`config.mk`:
```
export PLATFORM = sky130hd
export DESIGN_NAME = serial_adder_flat
export DESIGN_NICKNAME = d
export VERILOG_FILES = /design/src/rtl/serial_adder_pkg.sv /design/src/rtl/serial_adder_if.sv /design/src/rtl/serial_adder_fa.sv /design/src/rtl/serial_adder.sv /design/src/flat_wrapper.sv
export SDC_FILE = /design/constraint.sdc
export NUM_CORES = 1
export LEC_CHECK = 0
export BUFFER_PORTS_ARGS = -buffer_cell sky130_fd_sc_hd__buf_2
export CAP_MARGIN = 20
export CORE_MARGIN = 10
export CORE_UTILIZATION = 45
export CTS_BUF_LIST = sky130_fd_sc_hd__clkbuf_4
export DETAILED_ROUTE_END_ITERATION = 12
export PLACE_DENSITY = 0.67
export REMOVE_ABC_BUFFERS = 1
export SLEW_MARGIN = 20
export SYNTH_ARGS = -nofsm -noshare
export SYNTH_HDL_FRONTEND = slang
export SYNTH_HIERARCHICAL = 1
export SYNTH_SLANG_ARGS = --single-unit
```
`constraint.sdc`:
```
create_clock -name clk -period 1.53 [get_ports clk]
set_input_delay 0.306 -clock clk [delete_from_list [all_inputs] [get_ports clk]]
set_output_delay 0.306 -clock clk [all_outputs]
set_load 0.005 [all_outputs]
```
`src/rtl/serial_adder_pkg.sv`:
```
// Shared types and constants for the bit-serial adder.
// Optional subtract mode is enabled by defining SERIAL_ADDER_SUB_EN.
package serial_adder_pkg;

   localparam int SA_DEFAULT_WIDTH = 8;

   typedef enum logic [1:0] {
      ST_IDLE = 2'd0,
      ST_RUN  = 2'd1,
      ST_DONE = 2'd2
   } sa_state_e;

endpackage

```
`src/rtl/serial_adder_if.sv`:
```
// Request/result bundle for serial_adder.
// The sub signal exists only when SERIAL_ADDER_SUB_EN is defined.
interface serial_adder_if
   import serial_adder_pkg::*;
#(
   parameter int WIDTH = SA_DEFAULT_WIDTH
);
   logic             start;
   logic [WIDTH-1:0] a;
   logic [WIDTH-1:0] b;
`ifdef SERIAL_ADDER_SUB_EN
   logic             sub;
`endif
   logic             busy;
   logic             done;
   logic [WIDTH-1:0] sum;
   logic             carry_out;

`ifdef SERIAL_ADDER_SUB_EN
   modport master (output start, a, b, sub, input busy, done, sum, carry_out);
   modport slave  (input start, a, b, sub, output busy, done, sum, carry_out);
`else
   modport master (output start, a, b, input busy, done, sum, carry_out);
   modport slave  (input start, a, b, output busy, done, sum, carry_out);
`endif

endinterface

```
`src/rtl/serial_adder_fa.sv`:
```
// One-bit full adder (FA) built from two half adders plus an OR.
module serial_adder_fa (
   input  logic a_i,
   input  logic b_i,
   input  logic cin_i,
   output logic s_o,
   output logic cout_o
);
   logic s1, c1, c2;

   serial_adder_ha u_ha0 (.a_i(a_i), .b_i(b_i),   .s_o(s1),  .c_o(c1));
   serial_adder_ha u_ha1 (.a_i(s1),  .b_i(cin_i), .s_o(s_o), .c_o(c2));

   assign cout_o = c1 | c2;
endmodule

module serial_adder_ha (
   input  logic a_i,
   input  logic b_i,
   output logic s_o,
   output logic c_o
);
   assign s_o = a_i ^ b_i;
   assign c_o = a_i & b_i;
endmodule

```
`src/rtl/serial_adder.sv`:
```
// Bit-serial adder: one bit per cycle, LSB first, through a single FA cell.
// Define SERIAL_ADDER_SUB_EN to add the sub input (A-B via inverted B, carry preset 1).
module serial_adder
   import serial_adder_pkg::*;
#(
   parameter int WIDTH = SA_DEFAULT_WIDTH
) (
   input  logic           clk,
   input  logic           rst,
   serial_adder_if.slave  bus
);
   localparam int CW = (WIDTH > 1) ? $clog2(WIDTH) : 1;

   sa_state_e        state_q, state_d;
   logic [WIDTH-1:0] a_q, b_q, res_q, sum_q;
   logic [CW-1:0]    cnt_q;
   logic             carry_q, cout_q;
   logic             fa_s, fa_co;
   logic             last_bit;
   logic [WIDTH-1:0] b_load;
   logic             cin_load;

   always_comb begin
`ifdef SERIAL_ADDER_SUB_EN
      b_load   = bus.sub ? ~bus.b : bus.b;
      cin_load = bus.sub;
`else
      b_load   = bus.b;
      cin_load = 1'b0;
`endif
   end

   assign last_bit = (cnt_q == CW'(WIDTH - 1));

   serial_adder_fa u_fa (
      .a_i   (a_q[0]),
      .b_i   (b_q[0]),
      .cin_i (carry_q),
      .s_o   (fa_s),
      .cout_o(fa_co)
   );

   always_ff @(posedge clk) begin
      if (rst) state_q <= ST_IDLE;
      else     state_q <= state_d;
   end

   always_comb begin
      state_d = state_q;
      case (state_q)
         ST_IDLE: if (bus.start) state_d = ST_RUN;
         ST_RUN:  if (last_bit)  state_d = ST_DONE;
         ST_DONE: state_d = ST_IDLE;
         default: state_d = ST_IDLE;
      endcase
   end

   always_comb begin
      bus.busy      = (state_q == ST_RUN);
      bus.done      = (state_q == ST_DONE);
      bus.sum       = sum_q;
      bus.carry_out = cout_q;
   end

   // Result register only changes on the final bit, so it holds across the next run.
   always_ff @(posedge clk) begin
      if (rst) begin
         a_q     <= '0;
         b_q     <= '0;
         res_q   <= '0;
         sum_q   <= '0;
         cnt_q   <= '0;
         carry_q <= 1'b0;
         cout_q  <= 1'b0;
      end else begin
         case (state_q)
            ST_IDLE: if (bus.start) begin
               a_q     <= bus.a;
               b_q     <= b_load;
               cnt_q   <= '0;
               carry_q <= cin_load;
            end
            ST_RUN: begin
               a_q     <= a_q >> 1;
               b_q     <= b_q >> 1;
               carry_q <= fa_co;
               res_q   <= {fa_s, res_q[WIDTH-1:1]};
               if (last_bit) begin
                  sum_q  <= {fa_s, res_q[WIDTH-1:1]};
                  cout_q <= fa_co;
               end else begin
                  cnt_q <= cnt_q + 1'b1;
               end
            end
            default: ;
         endcase
      end
   end

endmodule

```
`src/flat_wrapper.sv`:
```
// flat-port wrapper written by rule: the top's interface ports become plain ports
module serial_adder_flat import serial_adder_pkg::*;
#(
   parameter int WIDTH = SA_DEFAULT_WIDTH
)
  (clk, rst, bus_start, bus_a, bus_b, bus_busy, bus_done, bus_sum, bus_carry_out);
  serial_adder_if #(.WIDTH(WIDTH)) bus_i ();
  input  logic clk;
  input  logic rst;
  input wire logic [$bits(bus_i.start)-1:0] bus_start;
  input wire logic [$bits(bus_i.a)-1:0] bus_a;
  input wire logic [$bits(bus_i.b)-1:0] bus_b;
  output wire logic [$bits(bus_i.busy)-1:0] bus_busy;
  output wire logic [$bits(bus_i.done)-1:0] bus_done;
  output wire logic [$bits(bus_i.sum)-1:0] bus_sum;
  output wire logic [$bits(bus_i.carry_out)-1:0] bus_carry_out;
  assign bus_i.start = bus_start;
  assign bus_i.a = bus_a;
  assign bus_i.b = bus_b;
  assign bus_busy = bus_i.busy;
  assign bus_done = bus_i.done;
  assign bus_sum = bus_i.sum;
  assign bus_carry_out = bus_i.carry_out;
  serial_adder #(.WIDTH(WIDTH)) u_core (.clk(clk), .rst(rst), .bus(bus_i));
endmodule
```
==> results.cfg, run 1 <==
[outcome]
status = finished clean

[yosys]
synthMuxAreaShare_pct = 8.99
async_reset_ff_share_pct = 0
ys.flop_type = dfxtp_1
synth_top_area_cell = dfxtp_1
synth.distinct_cells = 28
synth_area_leaders = dfxtp_1 (46%), mux2i_1 (9.0%), nand2_1 (5.8%)
synth_adder_area_share_pct = 3.00
synth_area_mm2 = 0.00167
synth_top_family_by_area = simple AND/OR/NAND/NOR gates
synth_edf_count = 0
syn_area_per_cell_um2 = 9.38
synth_compound_area_share_pct = 16.7
synth_cells = 178
yosysMostFrequentCell = dfxtp_1
synth-seq-cells = 38
seq_area_frac_synth_pct = 45.5
synthXorXnorAreaFrac_pct = 0
yosysTopAreaCellShare_pct = 45.5
synth-simple-area-share_pct = 17.8
synth_warnings = 6
synth_commonest_cells = dfxtp_1 (38), nand2_1 (26), a21oi_1 (17), mux2i_1 (15)

[detailed_routing]
drt_iter0_markers = 91
wl_per_cell_um = 12.8
drt_first_pass_iters = 4
vias = 1329
ant_nets = 0
via_per_inst = 5.17
drc = 0
wirelength_mm = 3.28

[floorplan]
ioPinCount = 30
rows = 22
die_area_mm2 = 0.00655
initial_utilization_pct = 46.0
chipHeight_um = 80.9
die_x_um = 80.9
core_area_mm2 = 0.00363

[clock_network]
hold_buffers = 0
tritoncts = built
clkTransAtPathRegs_ns = 0.10
cts-root-buf = clkbuf_4
clk_latency_ns = 0.33
h-tree-depth = 2
cts_sinks = 38
cts_buffers = 5
cts_buffer_depth = 2

[sta]
fin_crit_ns = 1.44
finalHoldViolCount = 0
finalMaxSlewViolations = 0
setup_violations = 0
fin_worst_skew_ns = 0.00519
fmax_ghz = 0.696
fin_crit_sh_pct = 94.0
rsz0062_at_grt = no
worst_slew_pin_slew_ns = 0.495
maxSlewHeadroom_pct = 66.9

[global_route]
grt-busiest-layer = met2
grt_pass1_wl_mm = 5.49
grt_util_met2_pct = 18.7
grt_max_degree = 25
grt_util_met1_pct = 10.6
gr-total-overflow = 0
antenna_found_initial = 0
grt_usage_pct = 10.5
grt_use_met3_pct = 3.20
first_global_vias = 1267

[critical_path]
critical_path_required_ns = 1.22
worstSetupStartpointType = flop
worstPathMaxFanout = 17
worst_setup_path_end_kind = output pin
critPathKind = flop to output pin
cp.arrival_ns = 1.13
cp_slowest_cell = dfxtp_1
path_cells = buf_12 -> nor2b_1 -> buf_2
critPathMaxStageDelay_ns = 0.42

[final_layout]
drive_gt1_share_pct = 28.7
final_util_pct = 52.4
diodes = 0
syn_to_final_growth_pct = 14.1
nets = 232

[power_and_ir_drop]
total_power_uw = 1790
cellLeakagePower_uw = 0.000777
power_density_mw_per_mm2 = 940
irDropWorstVdd_mv = 0.358

[place]
gp_congestion = 0.704
portBuffers = 29
hpwlAfterDp_mm = 2.44

[worst_hold_path]
hold_path_class = input pin to flop

[job]
max_cap_viol_count = 0
layout make-up:
cell class              count  area, µm²
multi-input cells         123        776
fillers                   356       1730
clock buffers               7       52.6
repair buffers             39        245
inverters                   2       10.0
flip-flops and latches     38        762
well taps                  48       60.1
what timing repair did:
item                                   CTS  global route
pin swaps                                0             1
setup endpoints to repair                1             9
buffers inserted                         1             1
endpoints found under the hold margin    0             0
resized for setup                        1             0
per-stage QoR:
stage,hold WS [ns],setup WS [ns],instance area (µm²),setup TNS (ns),cells
6_report,0.225,0.0924,1910,0,257
5_1_grt,0.207,0.00571,1910,0,257
4_1_cts,0.206,0.0407,1900,0,256
3_5_place_dp,0.446,0.0489,1840,0,248
3_3_place_gp,0.440,0.138,1840,0,248
2_1_floorplan,0.371,-0.608,1550,-12.58,163
where the power goes:
group / internal [µW] / switching [µW]
Combinational: 107 / 120
Clock: 209 / 295
Sequential: 1030 / 27.9
Total: 1350 / 442
placed cells by master (no fill, tap or decap), types with 2 or more instances in the layout:
cell,instances
mux2i_1,15
nand3_1,13
ha_1,4
clkbuf_4,7
a31oi_1,3
buf_12,2
nor2_2,6
dfxtp_1,37
a211oi_1,8
a21oi_1,17
a211oi_2,6
buf_2,29
nand2_1,26
nor2_1,13
a22oi_1,3
buf_4,8
sequential cells by signal, indices dropped and copies added (netlist names):
signal and count:
u_core/carry_q 1, u_core/state_q 2, u_core/cnt_q 3, u_core/res_q 7, u_core/bus.carry_out 1, u_core/bus.sum 8, u_core/b_q 8, u_core/a_q 8
critical path: cells and delay by family (launching register included):
family	cells	cell delay [ns]
buf+inv	2	0.31
simple gates	1	0.06
flops	1	0.42
kinds of logic after synthesis:
group	after synthesis
and+or+nand+nor	65
AOI/OAI and AO/OA	39
DFF	38
buffers and inverters	17
muxes	15
adders and majority gates	4
per-layer routing:
metal | vias up | routed length [µm]
met5 | - | 0
met4 | 0 | 80
met3 | 6 | 143
met2 | 24 | 1670
met1 | 619 | 1380
li1 | 680 | -
worst paths after layout:
path                                        start           endpoint  slack, ns  cells past startpoint
worst max-delay path            u_core/state_q[0]           bus_done       0.09                      3
worst min-delay path                     bus_b[7]      u_core/b_q[7]       0.22                      3
worst max register to register    u_core/cnt_q[0]    u_core/cnt_q[2]       0.10                      6
worst min register to register  u_core/bus.sum[5]  u_core/bus.sum[5]       0.46                      2
No activity file was read; power rests on OpenSTA's default activity.
==> run 2: changes to the inputs <==
==> constraint.sdc (replaced) <==
create_clock -name clk -period 1.53 [get_ports clk]
set_input_delay 0.306 -clock clk [delete_from_list [all_inputs] [get_ports clk]]
set_output_delay 0.306 -clock clk [all_outputs]
set_load 0.01 [all_outputs]
==> run 2 against run 1 <==
Against the previous run: non-clock buffer count did not move; maximum frequency increased by 0.21%; first-iteration DRC count is the same; clock power barely moved; die area unchanged; critical path depth is 3 higher; setup slack improved by 0.0030 ns; cell area about the same; combinational power about the same; largest cell class unchanged.
==> results.cfg, run 2 (synthesis results as in run 1) <==
[final_layout]
mostFrequentLayoutCells = dfxtp_1 (36), buf_2 (29), nand2_1 (26)
final_common_cell = dfxtp_1
drive_gt1_share_pct = 29.2
final_util_pct = 52.5
multi_input_area_um2 = 776
fillers = 355
nets = 232
diodes = 0
regArea_um2 = 763
design_area_mm2 = 0.00191
syn_to_final_growth_pct = 14.2
layoutNonFillerInstCount = 257

[critical_path]
worstPathMaxFanout = 6
cpMostUsedCell = ha_1
cp_top_family = adder cells
critical_path_required_ns = 1.80
cp_slowest_cell = dfxtp_1
reg2reg_depth = 6
path_buf_inv = 1
cp.arrival_ns = 1.70
worst_setup_path_end_kind = flop
r2r-start = u_core/cnt_q[0]
critPathKind = flop to flop
reg2reg_slack_ns = 0.1
path_cells = ha_1 -> ha_1 -> buf_4 -> nor2_1 -> nand3_1 -> a31oi_1
worstSetupStartpointType = flop
critPathMaxStageDelay_ns = 0.35
r2r_end = u_core/cnt_q[2]

[worst_hold_path]
hold_path_class = input pin to flop
hold_path_startpoint = bus_b[7]
hold_end = u_core/b_q[7]
holdPathStages = 3

[outcome]
status = finished clean

[sta]
fin_crit_ns = 1.43
rsz0062_at_grt = no
fin_crit_sh_pct = 93.8
fin_setup_tns_ns = 0
worst_slew_pin_slew_ns = 0.496
maxSlewHeadroom_pct = 66.9
fmax_ghz = 0.697
finalHoldViolCount = 0
setup_violations = 0
finalMaxSlewViolations = 0
fin_worst_skew_ns = 0.00519

[power_and_ir_drop]
irDropWorstVdd_mv = 0.358
cellLeakagePower_uw = 0.000777
power_density_mw_per_mm2 = 940

[clock_network]
clkTransAtPathRegs_ns = 0.10
cts_buffer_depth = 2
h-tree-depth = 2
tritoncts = built
cts_buffers = 5
clk_latency_ns = 0.33
hold_buffers = 0
cts-root-buf = clkbuf_4
cts_sinks = 38

[place]
postPlaceCellArea_mm2 = 0.00184
dp.cells = 248
gp_congestion = 0.704
portBuffers = 29
hpwlAfterDp_mm = 2.44

[detailed_routing]
wl_per_cell_um = 12.8
drc = 0
ant_nets = 0
drt_iter0_markers = 91
vias = 1329
wirelength_mm = 3.28
via_per_inst = 5.17
drt_first_pass_iters = 4

[global_route]
grt_usage_pct = 10.5
grt_pass1_wl_mm = 5.49
antenna_found_initial = 0
first_global_vias = 1267
grt_max_degree = 25
gr-total-overflow = 0

[floorplan]
rows = 22
core_area_mm2 = 0.00363
ioPinCount = 30
die_x_um = 80.9
chipHeight_um = 80.9
initial_utilization_pct = 46.0
die_area_mm2 = 0.00655

[job]
max_cap_viol_count = 0
## run 2: through the flow
| stage | hold slack (ns) | worst slack, ns | power, µW |
|---|---|---|---|
| global route | 0.207 | 0.00749 | 1890 |
| CTS | 0.206 | 0.0407 | 1830 |
| floorplan | 0.371 | -0.608 | 1220 |
| global placement | 0.440 | 0.138 | 1300 |
| finish | 0.225 | 0.0954 | 1790 |
| detailed placement | 0.446 | 0.0489 | 1310 |
## run 2: what timing repair did
item / 4_1_cts / 5_1_grt
gates resized for setup: 1 / 1
buffers inserted: 1 / 1
endpoints found under the setup margin: 1 / 10
pin swaps: 0 / 1
endpoints found under the hold margin: 0 / 0
## run 2: worst max-delay path by stage
stage	start	endpoint	slack [ns]	cells after the start
2_1_floorplan	u_core/state_q[0]	u_core/a_q[5]	-0.61	3
3_3_place_gp	u_core/cnt_q[0]	u_core/bus.carry_out	0.14	5
3_5_place_dp	u_core/cnt_q[0]	u_core/bus.sum[6]	0.05	5
4_1_cts	u_core/cnt_q[0]	u_core/bus.sum[6]	0.04	5
5_1_grt	u_core/cnt_q[0]	u_core/cnt_q[2]	0.007	6
6_report	u_core/cnt_q[0]	u_core/cnt_q[2]	0.1	6
## run 2: cell type report
cell class	count	area share, %
Sequential cell	38	40.0
Tap cell	48	3.15
Clock buffer	7	2.76
Multi-Input combinational cell	123	40.7
Timing Repair Buffer	39	12.9
Inverter	2	0.525
## run 2: layer usage
| layer | vias to the layer above | part of all wire, % | GRT usage (%) |
|---|---|---|---|
| met3 | 6 | 4.4 | 3.20 |
| li1 | 680 | - | - |
| met2 | 24 | 51 | 18.7 |
| met4 | 0 | 2.4 | 6.23 |
| met5 | - | 0 | 0 |
| met1 | 619 | 42 | 10.6 |
## run 2: power by group
group / internal, µW / switching [µW]
Clock: 209 / 295
Combinational: 107 / 120
Sequential: 1030 / 27.9
## run 2: worst register-to-register path, cell delays in order, from the launching register on
cell     delay (ns)
dfxtp_1        0.35
ha_1           0.21
ha_1           0.25
buf_4          0.18
nor2_1         0.13
nand3_1        0.09
a31oi_1        0.16
